===== config.mk =====
export PLATFORM = sky130hd
export DESIGN_NAME = corr_scan_sequencer
export DESIGN_NICKNAME = d
export VERILOG_FILES = /design/src/rtl/corr_scan_pkg.sv /design/src/rtl/corr_heartbeat.sv /design/src/rtl/corr_scan_sequencer.sv
export SDC_FILE = /design/constraint.sdc
export NUM_CORES = 1
export LEC_CHECK = 0
export ABC_AREA = 1
export ABC_CLOCK_PERIOD_IN_PS = 2500
export CAP_MARGIN = 40
export CORE_MARGIN = 10
export CORE_UTILIZATION = 45
export CTS_BUF_LIST = sky130_fd_sc_hd__clkbuf_8
export DETAILED_ROUTE_END_ITERATION = 6
export PLACE_DENSITY = 0.72
export SLEW_MARGIN = 30
export SYNTH_ARGS = -nofsm -noshare
export SYNTH_HDL_FRONTEND = slang
export SYNTH_SLANG_ARGS = --single-unit
export TNS_END_PERCENT = 20

===== constraint.sdc =====
create_clock -name iCLK -period 2.5 [get_ports iCLK]
set_input_delay 0.25 -clock iCLK [delete_from_list [all_inputs] [get_ports iCLK]]
set_output_delay 0.25 -clock iCLK [all_outputs]
set_load 0.01 [all_outputs]

===== src/rtl/corr_scan_pkg.sv =====
// Shared constants and FSM encoding for the template-correlation scan sequencer.
// The frame-save logic uses the same FRAME_H_RES/FRAME_V_RES constants.
package corr_scan_pkg;

    localparam int unsigned FRAME_H_RES = 640;
    localparam int unsigned FRAME_V_RES = 480;

    localparam int unsigned COORD_W_DEF = 13;
    localparam int unsigned CORR_W_DEF  = 32;

    localparam int unsigned STATE_W = 3;

    localparam logic [STATE_W-1:0] ST_IDLE    = 3'd0;
    localparam logic [STATE_W-1:0] ST_LATCH   = 3'd1;
    localparam logic [STATE_W-1:0] ST_ISSUE   = 3'd2;
    localparam logic [STATE_W-1:0] ST_WAIT    = 3'd3;
    localparam logic [STATE_W-1:0] ST_UPDATE  = 3'd4;
    localparam logic [STATE_W-1:0] ST_ADVANCE = 3'd5;
    localparam logic [STATE_W-1:0] ST_DONE    = 3'd6;

    typedef enum logic [STATE_W-1:0] {
        StIdle    = ST_IDLE,
        StLatch   = ST_LATCH,
        StIssue   = ST_ISSUE,
        StWait    = ST_WAIT,
        StUpdate  = ST_UPDATE,
        StAdvance = ST_ADVANCE,
        StDone    = ST_DONE
    } scan_state_e;

endpackage


===== src/rtl/corr_heartbeat.sv =====
// Enable-gated heartbeat divider: the LED toggles after every HB_DIV enabled cycles
// and holds its level while the enable is low.
module corr_heartbeat #(
    parameter int unsigned HB_DIV = 4194304
) (
    input  logic i_clk,
    input  logic i_rst_n,
    input  logic i_en,
    output logic o_led
);

    localparam int unsigned CNT_W = (HB_DIV > 1) ? $clog2(HB_DIV) : 1;
    localparam logic [CNT_W-1:0] CNT_LAST = CNT_W'(HB_DIV - 1);

    logic [CNT_W-1:0] r_cnt;
    logic             r_led;

    always_ff @(posedge i_clk) begin
        if (!i_rst_n) begin
            r_cnt <= '0;
            r_led <= 1'b0;
        end else if (i_en) begin
            if (r_cnt == CNT_LAST) begin
                r_cnt <= '0;
                r_led <= ~r_led;
            end else begin
                r_cnt <= r_cnt + CNT_W'(1);
            end
        end
    end

    assign o_led = r_led;

endmodule


===== src/rtl/corr_scan_sequencer.sv =====
// Raster-scans a clipped search window through the correlation engine and reports the best match.
// Optional WAIT watchdog enabled by defining CORR_SCAN_TIMEOUT_EN.
module corr_scan_sequencer
    import corr_scan_pkg::*;
#(
    parameter int unsigned H_RES      = FRAME_H_RES,
    parameter int unsigned V_RES      = FRAME_V_RES,
    parameter int unsigned COORD_W    = COORD_W_DEF,
    parameter int unsigned CORR_W     = CORR_W_DEF,
    parameter int unsigned STEP       = 1,
    parameter int unsigned TMO_CYCLES = 4095,
    parameter int unsigned HB_DIV     = 4194304
) (
    input  logic               iCLK,
    input  logic               iRST_N,
    input  logic               iFrameDone,
    input  logic [COORD_W-1:0] iWinX0,
    input  logic [COORD_W-1:0] iWinY0,
    input  logic [COORD_W-1:0] iWinW,
    input  logic [COORD_W-1:0] iWinH,
    output logic               oCorrStart,
    output logic [COORD_W-1:0] oX,
    output logic [COORD_W-1:0] oY,
    input  logic               iCorrFinished,
    input  logic [CORR_W-1:0]  iCurrentCorr,
    output logic [COORD_W-1:0] oXresult,
    output logic [COORD_W-1:0] oYresult,
    output logic [CORR_W-1:0]  oBestCorr,
    output logic               oResultValid,
    output logic               oBusy,
    output logic               oTimeout,
    output logic               oStatusLed
);

    // One extra bit so window-end sums and stride increments never wrap.
    localparam int unsigned EXT_W = COORD_W + 1;
    localparam logic [EXT_W-1:0] X_MAX    = EXT_W'(H_RES - 1);
    localparam logic [EXT_W-1:0] Y_MAX    = EXT_W'(V_RES - 1);
    localparam logic [EXT_W-1:0] STEP_EXT = EXT_W'(STEP);

    scan_state_e r_state;
    scan_state_e w_state_next;

    logic               r_fd_prev;
    logic               r_pend;
    logic [COORD_W-1:0] r_x0;
    logic [COORD_W-1:0] r_x;
    logic [COORD_W-1:0] r_y;
    logic [EXT_W-1:0]   r_xend;
    logic [EXT_W-1:0]   r_yend;
    logic [CORR_W-1:0]  r_corr;
    logic [CORR_W-1:0]  r_best;
    logic [COORD_W-1:0] r_xres;
    logic [COORD_W-1:0] r_yres;
    logic               r_best_vld;

    logic               w_fd_rise;
    logic               w_busy;
    logic               w_degen;
    logic               w_tmo_hit;
    logic [EXT_W-1:0]   w_xsum;
    logic [EXT_W-1:0]   w_ysum;
    logic [EXT_W-1:0]   w_xend;
    logic [EXT_W-1:0]   w_yend;
    logic [EXT_W-1:0]   w_x_inc;
    logic [EXT_W-1:0]   w_y_inc;
    logic               w_x_wrap;
    logic               w_y_over;

    assign w_fd_rise = iFrameDone & ~r_fd_prev;
    assign w_busy    = (r_state != StIdle);

    assign w_xsum  = {1'b0, iWinX0} + {1'b0, iWinW} - EXT_W'(1);
    assign w_ysum  = {1'b0, iWinY0} + {1'b0, iWinH} - EXT_W'(1);
    assign w_xend  = (w_xsum > X_MAX) ? X_MAX : w_xsum;
    assign w_yend  = (w_ysum > Y_MAX) ? Y_MAX : w_ysum;
    assign w_degen = (iWinW == '0) || (iWinH == '0) ||
                     ({1'b0, iWinX0} > X_MAX) || ({1'b0, iWinY0} > Y_MAX);

    assign w_x_inc  = {1'b0, r_x} + STEP_EXT;
    assign w_y_inc  = {1'b0, r_y} + STEP_EXT;
    assign w_x_wrap = (w_x_inc > r_xend);
    assign w_y_over = (w_y_inc > r_yend);

`ifdef CORR_SCAN_TIMEOUT_EN
    localparam int unsigned TMO_W = $clog2(TMO_CYCLES + 1);
    localparam logic [TMO_W-1:0] TMO_LAST = TMO_W'(TMO_CYCLES - 1);

    logic [TMO_W-1:0] r_tmo_cnt;
    logic             r_timeout;

    assign w_tmo_hit = (r_state == StWait) && !iCorrFinished && (r_tmo_cnt == TMO_LAST);

    always_ff @(posedge iCLK) begin
        if (!iRST_N) begin
            r_tmo_cnt <= '0;
            r_timeout <= 1'b0;
        end else begin
            if ((r_state == StWait) && !iCorrFinished && !w_tmo_hit) begin
                r_tmo_cnt <= r_tmo_cnt + TMO_W'(1);
            end else begin
                r_tmo_cnt <= '0;
            end
            if (r_state == StLatch) begin
                r_timeout <= 1'b0;
            end else if (w_tmo_hit) begin
                r_timeout <= 1'b1;
            end
        end
    end

    assign oTimeout = r_timeout;
`else
    assign w_tmo_hit = 1'b0;
    assign oTimeout  = 1'b0;
`endif

    always_comb begin
        w_state_next = r_state;
        unique case (r_state)
            StIdle:    if (w_fd_rise || r_pend) w_state_next = StLatch;
            StLatch:   w_state_next = w_degen ? StDone : StIssue;
            StIssue:   w_state_next = StWait;
            StWait: begin
                if (iCorrFinished) begin
                    w_state_next = StUpdate;
                end else if (w_tmo_hit) begin
                    w_state_next = StAdvance;
                end
            end
            StUpdate:  w_state_next = StAdvance;
            StAdvance: w_state_next = (w_x_wrap && w_y_over) ? StDone : StIssue;
            StDone:    w_state_next = StIdle;
            default:   w_state_next = StIdle;
        endcase
    end

    always_ff @(posedge iCLK) begin
        if (!iRST_N) begin
            r_state    <= StIdle;
            r_fd_prev  <= 1'b0;
            r_pend     <= 1'b0;
            r_x0       <= '0;
            r_x        <= '0;
            r_y        <= '0;
            r_xend     <= '0;
            r_yend     <= '0;
            r_corr     <= '0;
            r_best     <= '0;
            r_xres     <= '0;
            r_yres     <= '0;
            r_best_vld <= 1'b0;
        end else begin
            r_state   <= w_state_next;
            r_fd_prev <= iFrameDone;

            // A request arriving while busy is remembered once and consumed on leaving IDLE.
            if (r_state == StIdle) begin
                r_pend <= 1'b0;
            end else if (w_fd_rise) begin
                r_pend <= 1'b1;
            end

            unique case (r_state)
                StLatch: begin
                    r_x0       <= iWinX0;
                    r_x        <= iWinX0;
                    r_y        <= iWinY0;
                    r_xend     <= w_xend;
                    r_yend     <= w_yend;
                    r_best     <= '0;
                    r_xres     <= iWinX0;
                    r_yres     <= iWinY0;
                    r_best_vld <= 1'b0;
                end
                StWait: begin
                    if (iCorrFinished) begin
                        r_corr <= iCurrentCorr;
                    end
                end
                StUpdate: begin
                    // Strict compare so ties keep the earliest raster candidate.
                    if (!r_best_vld || (r_corr > r_best)) begin
                        r_best     <= r_corr;
                        r_xres     <= r_x;
                        r_yres     <= r_y;
                        r_best_vld <= 1'b1;
                    end
                end
                StAdvance: begin
                    if (!w_x_wrap) begin
                        r_x <= w_x_inc[COORD_W-1:0];
                    end else if (!w_y_over) begin
                        r_x <= r_x0;
                        r_y <= w_y_inc[COORD_W-1:0];
                    end
                end
                default: ;
            endcase
        end
    end

    assign oCorrStart   = (r_state == StIssue);
    assign oResultValid = (r_state == StDone);
    assign oBusy        = w_busy;
    assign oX           = r_x;
    assign oY           = r_y;
    assign oXresult     = r_xres;
    assign oYresult     = r_yres;
    assign oBestCorr    = r_best;

    corr_heartbeat #(
        .HB_DIV (HB_DIV)
    ) u_heartbeat (
        .i_clk   (iCLK),
        .i_rst_n (iRST_N),
        .i_en    (w_busy),
        .o_led   (oStatusLed)
    );

endmodule

Word level (Yosys, flattened, before mapping)
Cells that the tools add are included.
{"block": "op_classes", "n_addsub": 7, "mul": 0, "n_div": 0, "order_cmp": 7, "n_eq_ne": 13, "shift": 0, "muxes": 22, "bitwise_logic": 4, "reduce_logical": 20}
{"op": "$pmux W13 S2", "count": 4}
{"op": "$mux W13", "count": 6}
{"op": "$pmux W32 S2", "count": 1}
{"op": "$gt A32 B32 Y1", "count": 1}
{"op": "$mux W32", "count": 1}
{"op": "$add A13 B1 Y14 const B", "count": 2}
{"op": "$add A13 B13 Y14", "count": 2}
{"op": "$gt A14 B14 Y1", "count": 2}
{"op": "$mux W14", "count": 2}
{"op": "$sub A14 B1 Y14 const B", "count": 2}
{"op": "$logic_not A13 Y1", "count": 2}
{"op": "$add A22 B1 Y22 const B", "count": 1}
{"op": "$eq A22 B22 Y1 const B", "count": 1}
{"op": "$mux W22", "count": 1}
{"op": "$pmux W3 S6", "count": 1}
{"op": "$gt A14 B10 Y1 const B", "count": 1}
{"op": "$gt A14 B9 Y1 const B", "count": 1}
{"op": "$gt A13 B10 Y1 const B", "count": 1}
{"op": "$gt A13 B9 Y1 const B", "count": 1}
{"op": "$mux W3", "count": 4}
{"op": "$ne A2 B2 Y1 const B", "count": 5}
{"op": "$reduce_and A2 Y1", "count": 5}
{"op": "$eq A3 B3 Y1 const B", "count": 3}
{"op": "$eq A3 B2 Y1 const B", "count": 2}
{"op": "other kinds (14)", "count": 21}
{"block": "totals", "ff_bits": 186, "latch_bits": 0, "mem_bits_rw": 0, "rom_bits": 0, "input_bits": 88, "out_inout_bits": 89, "word_cells": 88, "n_memories": 0}

Longest topological paths before layout
{"block": "logic_depth", "ltp_word": 6, "ltp_mapped": 23}

Modules after synthesis
A second synthesis with hierarchy kept.
{"block": "unflattened", "cells_unflattened": 1832, "area_unflattened_um2": 12618.4}
{"mod": "corr_scan_sequencer", "instances": 1, "cells_per_inst": 1656, "area_each_um2": 11318.4, "seq_area_each_um2": 3263.1}
{"mod": "corr_heartbeat", "instances": 1, "cells_per_inst": 176, "area_each_um2": 1300.0, "seq_area_each_um2": 460.4}

Least setup slack after synthesis
No wires, ideal clock.
{"block": "synth_timing", "kind": "register -> register", "from": "register r_x[0] (netlist: oX[0])", "to": "register r_x[10] (netlist: oX[10])", "setup_ns": 0.112, "arrival_ns": 2.693, "path_slack_ns": -0.305, "stages_incl_launch_ff": 19, "synth_period_minus_slack_ns": 2.805, "path_cell_list": "dfxtp_1 -> ha_1 -> nand4_1 -> or2_2 -> xor2_1 -> inv_1 -> ha_1 -> nand4_1 -> nor3_1 -> nand2_1 -> nand2_1 -> nand2_2 -> nor2_2 -> nand2_1 -> nand2_2 -> buf_6 -> nand2_1 -> nand2_1 -> nor2_1"}
{"block": "synth_between", "elab_chain_cells": 4, "elab_cells_between_ends": 6, "classes_between": "add/sub: 1; order compare: 1; eq/ne: 1; mux: 2; reduce/logical: 1"}
{"item": "start: declaration", "line_no": "corr_scan_sequencer.sv:47", "source": "logic [COORD_W-1:0] r_x;"}
{"item": "start signal: assignment", "line_no": "corr_scan_sequencer.sv:167", "source": "r_x <= iWinX0;"}
{"item": "start signal: assignment", "line_no": "corr_scan_sequencer.sv:192", "source": "r_x <= w_x_inc[COORD_W-1:0];"}
{"item": "start signal: assignment", "line_no": "corr_scan_sequencer.sv:194", "source": "r_x <= r_x0;"}
{"item": "$add A13 B1 Y14 *", "line_no": "corr_scan_sequencer.sv:80", "source": "assign w_x_inc = {1'b0, r_x} + STEP_EXT;"}
{"item": "$gt A14 B14 Y1", "line_no": "corr_scan_sequencer.sv:82", "source": "assign w_x_wrap = (w_x_inc > r_xend);"}
{"item": "$mux W13 / $ne A3 B3 Y1 (equally long branches)"}
{"item": "$pmux W13 S2 / $reduce_and A2 Y1 (equally long branches)"}
Every way passes the cells marked *; elsewhere a longest branch is shown, timed or not.
A chain may end at the register's enable or synchronous reset.

Final worst setup path
{"block": "layout_timing", "from": "register r_x[0] (netlist: oX[0])", "to": "register r_x[4] (netlist: oX[4])"}
The elaborated chain is that of the path after synthesis.

==> results.cfg <==
[worst_setup_path]
rr_endpoint = oX[4]
timing.reg2reg.worst_path_depth = 18
path_buf_inv = 2
worst-endpoint-arrival_ns = 3.28
critical_path.cell_chain = ha_4, nand4_1, or2_4, xor2_2, inv_2, ha_4, nand4_1, nor3_2, nand2_1, nand2_2, nand2_4, nor2_4, nand2_2, nand2_4, buf_12, nand2_4, nand2_2, nor2_1
timing.critical_path.to_type = flop
crit_path_start_kind = flop
worst_path_largest_cell_delay_ns = 0.40
worst_path_dominant_cell_family = simple AND/OR/NAND/NOR gates
regToRegSetupSlack_ns = -0.41
crit_type = reg -> reg
rr_startpoint = oX[0]
cpMaxStageDelayCell = sky130_fd_sc_hd__dfxtp_4
path_max_fanout = 7
crit_required_ns = 2.87

[cts]
clockBufferDepth = 2
cts.htree.levels = 4
post_cts_hold_buffer_count = 0
clk_pin_slew_worst_paths_ns = 0.11
clock-sinks = 186
tritoncts.num_buffers = 17
clk_latency_worst_skew_pair_ns = 0.48
ctsRootBufferMaster = sky130_fd_sc_hd__clkbuf_8
tritoncts = done

[sta]
fin_setup_tns_ns = -9.84
fin_worst_hold_slack_ns = 0.299
worst-slew-pin-transition_ns = 0.746
period_minus_slack_ns = 2.91
timing.final.crit_share_pct = 116
grt_setup_unrepaired = yes
timing_max_transition_violations_final = 0
fin_ws_ns = -0.409
setup-violations-final = 27
skew_ns = 0.0162
fmax_ghz = 0.344
timing_hold_violations_final = 0
maxSlewHeadroom_pct = 50.3

[pwr]
power-per-cell-area_nw_per_um2 = 956
switching_power_share_of_the_total_pct = 45.3
internal-power_mw = 8.51
clock_share_of_power_pct = 12.8
vdd_ir_drop_max_uv = 829
power.static_leakage_nw = 7.55
seq_power_share_pct = 27.5
comb_power_share_pct = 59.6
power.net_switching_mw = 7.05
finalPower_mw = 15.6

[detailed_routing]
first_pass_iters = 5
wl_um = 37100
ant_nets = 0
wl_per_cell_um = 15.1
via_count = 12500
detailedRoute.firstIterationViolations = 1016
drt-vias-per-instance = 5.09
drc = 0

[placed_design]
cell_total_after_placement = 2404
port_buffers = 175
dp.final_hpwl_um = 27700
post_placement_cell_area_um2 = 15400
gp_congestion = 0.886
detailedPlace.worstSlack_ns = -0.640

[finish]
fill_cells = 2347
syn2layout_area_growth_pct = 34.1
post_layout_util_pct = 60.9
drive_gt1_share_pct = 17.5
area_of_the_multi_input_gates_um2 = 7190
finalInstanceArea_um2 = 16300
design.final.nets = 2305
final-seq-area_um2 = 3750
finish.cell_count_without_fillers = 2455

[global_routing]
grt_util_met2_pct = 35.0
vias_in_the_first_global_route = 11800
global_route.usage.total_pct = 21.3
grt_use_met1_pct = 27.5
gr-max-usage-layer = met2
initial_antenna_violation_count = 1
grt_start_max_net_pins = 68
grt_first_pass_wirelength_um = 58900
grt.met3_usage_pct = 3.80
gr-total-overflow = 0

[min_path]
hold_depth = 3
hold_class = in -> reg
hold_end = u_heartbeat.r_cnt[6]
hold_path_startpoint = iRST_N

[synth]
syn-instance-count = 1798
synth_cell_count_leaders = sky130_fd_sc_hd__inv_1, sky130_fd_sc_hd__nand2_1, sky130_fd_sc_hd__dfxtp_1
yosys_most_used_dff = sky130_fd_sc_hd__dfxtp_1
syn-cell-area_um2 = 12100
ys_types = 51
async_reset_ff_share_pct = 0
seq_area_frac_synth_pct = 30.7
synth_top_cell_by_area = sky130_fd_sc_hd__dfxtp_1
synth_top_area_share_pct = 30.7
synth_most_common_cell = sky130_fd_sc_hd__inv_1
synth_enable_flop_cells = 0
synthTopCellsByArea = sky130_fd_sc_hd__dfxtp_1, sky130_fd_sc_hd__ha_1, sky130_fd_sc_hd__inv_1, sky130_fd_sc_hd__nand2_1, sky130_fd_sc_hd__a21oi_1
synthesis.yosys.warnings = 0
postSynthRegisterBits = 186
syn_area_per_cell_um2 = 6.75
synth.net_count = 2003

[floorplan]
die_area_um2 = 34000
die_y_extent_um = 184
floorplan.rows = 60
initial_core_utilization_pct = 45.4
num_io_pins = 177
placeableCoreArea_um2 = 26700
die_width_um = 184

[outcome]
failed_checks = setup timing
outcome = complete, but fails checks

[job]
max-cap-violations = 0
[tightest hold or removal path, stage by stage]
cell and delay [ns]:
sky130_fd_sc_hd__buf_2 0.10, sky130_fd_sc_hd__inv_2 0.23, sky130_fd_sc_hd__nor2_1 0.16
[final cells by class]
class | instances | area share (%)
timing repair buffer | 364 | 20.2
multi-input combinational | 1203 | 44.2
clock buffer | 18 | 1.52
clock inverter | 14 | 0.837
sequential | 186 | 23.1
antenna | 1 | 0.0154
tap | 341 | 2.62
inverter | 328 | 7.57
[power groups by stage]
| stage | clock [mW] | combinational [mW] | sequential [mW] |
|---|---|---|---|
| 3_3_place_gp | 0 | 8.18 | 4.28 |
| 5_1_grt | 2.15 | 10.3 | 4.36 |
| 2_1_floorplan | 0 | 4.76 | 4.45 |
| 4_1_cts | 2.03 | 8.92 | 4.26 |
| 3_5_place_dp | 0 | 8.34 | 4.31 |
| 6_report | 2.00 | 9.28 | 4.29 |
[state kept, by name (all words and copies together) (netlist names)]
signal	cells
r_pend	1
r_corr	32
u_heartbeat.o_led	1
oYresult	13
oY	13
oBestCorr	32
r_fd_prev	1
r_x0	13
r_best_vld	1
oXresult	13
u_heartbeat.r_cnt	22
r_state	3
r_yend	14
oX	13
r_xend	14
[placed cells by master (no fill, tap or decap), types with 4 or more instances in the layout]
| cell | synthesis | routed |
|---|---|---|
| sky130_fd_sc_hd__clkdlybuf4s50_1 | 0 | 172 |
| sky130_fd_sc_hd__dfxtp_2 | 0 | 6 |
| sky130_fd_sc_hd__nor3_1 | 17 | 14 |
| sky130_fd_sc_hd__clkbuf_8 | 0 | 18 |
| sky130_fd_sc_hd__inv_1 | 320 | 310 |
| sky130_fd_sc_hd__nor2_1 | 149 | 131 |
| sky130_fd_sc_hd__a21oi_1 | 181 | 178 |
| sky130_fd_sc_hd__nand2_4 | 1 | 6 |
| sky130_fd_sc_hd__xor2_2 | 1 | 7 |
| sky130_fd_sc_hd__nand4_1 | 19 | 19 |
| sky130_fd_sc_hd__o21bai_1 | 4 | 4 |
| sky130_fd_sc_hd__buf_12 | 1 | 9 |
| sky130_fd_sc_hd__a31oi_1 | 5 | 4 |
| sky130_fd_sc_hd__ha_1 | 115 | 107 |
| sky130_fd_sc_hd__nand3_1 | 173 | 169 |
| sky130_fd_sc_hd__nor4_1 | 7 | 7 |
| sky130_fd_sc_hd__a21o_1 | 5 | 5 |
| sky130_fd_sc_hd__nor2_2 | 5 | 17 |
| sky130_fd_sc_hd__xnor2_1 | 6 | 6 |
| sky130_fd_sc_hd__ha_4 | 0 | 7 |
| sky130_fd_sc_hd__o21ai_1 | 15 | 19 |
| sky130_fd_sc_hd__o21ai_2 | 1 | 10 |
| sky130_fd_sc_hd__inv_8 | 0 | 4 |
| sky130_fd_sc_hd__dfxtp_4 | 0 | 6 |
| sky130_fd_sc_hd__inv_2 | 7 | 16 |
| sky130_fd_sc_hd__xor2_1 | 34 | 28 |
| sky130_fd_sc_hd__dfxtp_1 | 186 | 174 |
| sky130_fd_sc_hd__o21ai_0 | 99 | 86 |
| sky130_fd_sc_hd__buf_4 | 2 | 179 |
| sky130_fd_sc_hd__nand2_2 | 10 | 28 |
| sky130_fd_sc_hd__nor2_4 | 3 | 9 |
| sky130_fd_sc_hd__a21oi_2 | 9 | 12 |
| sky130_fd_sc_hd__nand2_1 | 311 | 288 |
[timing repair]
action,in CTS,in global routing
buffers inserted,13,6
pin swaps,28,32
setup endpoints to repair,35,76
cloned,2,0
resized for setup,38,76
[routing by layer]
layer	up-vias	wire length [um]
li1	6352	-
met1	5678	16500
met2	416	17300
met3	55	2280
met4	0	949
met5	-	0
[cell families (layout without fill, tap and decap cells)]
logic type / Yosys count / count (layout) / share of synthesized area, %
and+or+nand+nor: 713 / 713 / 25.9
adders and majority gates: 117 / 117 / 12.2
AOI/OAI and AO/OA: 331 / 331 / 14.5
buffers and inverters: 409 / 724 / 13.7
xor gates and xnor gates: 41 / 41 / 3.02
other: 1 / 2 / 0.0309
DFF: 186 / 186 / 30.7
[how the worst max path moves through the flow]
stage,from,end,slack [ns],cells after the start
global placement,iWinY0[0],r_yend[0],-0.53,19
CTS,oX[0],oX[11],-0.35,22
global route,oX[0],oY[7],-0.59,16
floorplan,oX[1],oX[6],-0.07,21
detailed placement,iWinY0[1],r_yend[1],-0.64,16
finish,oX[0],oX[4],-0.41,18
Power figures use the tool's default switching activity.
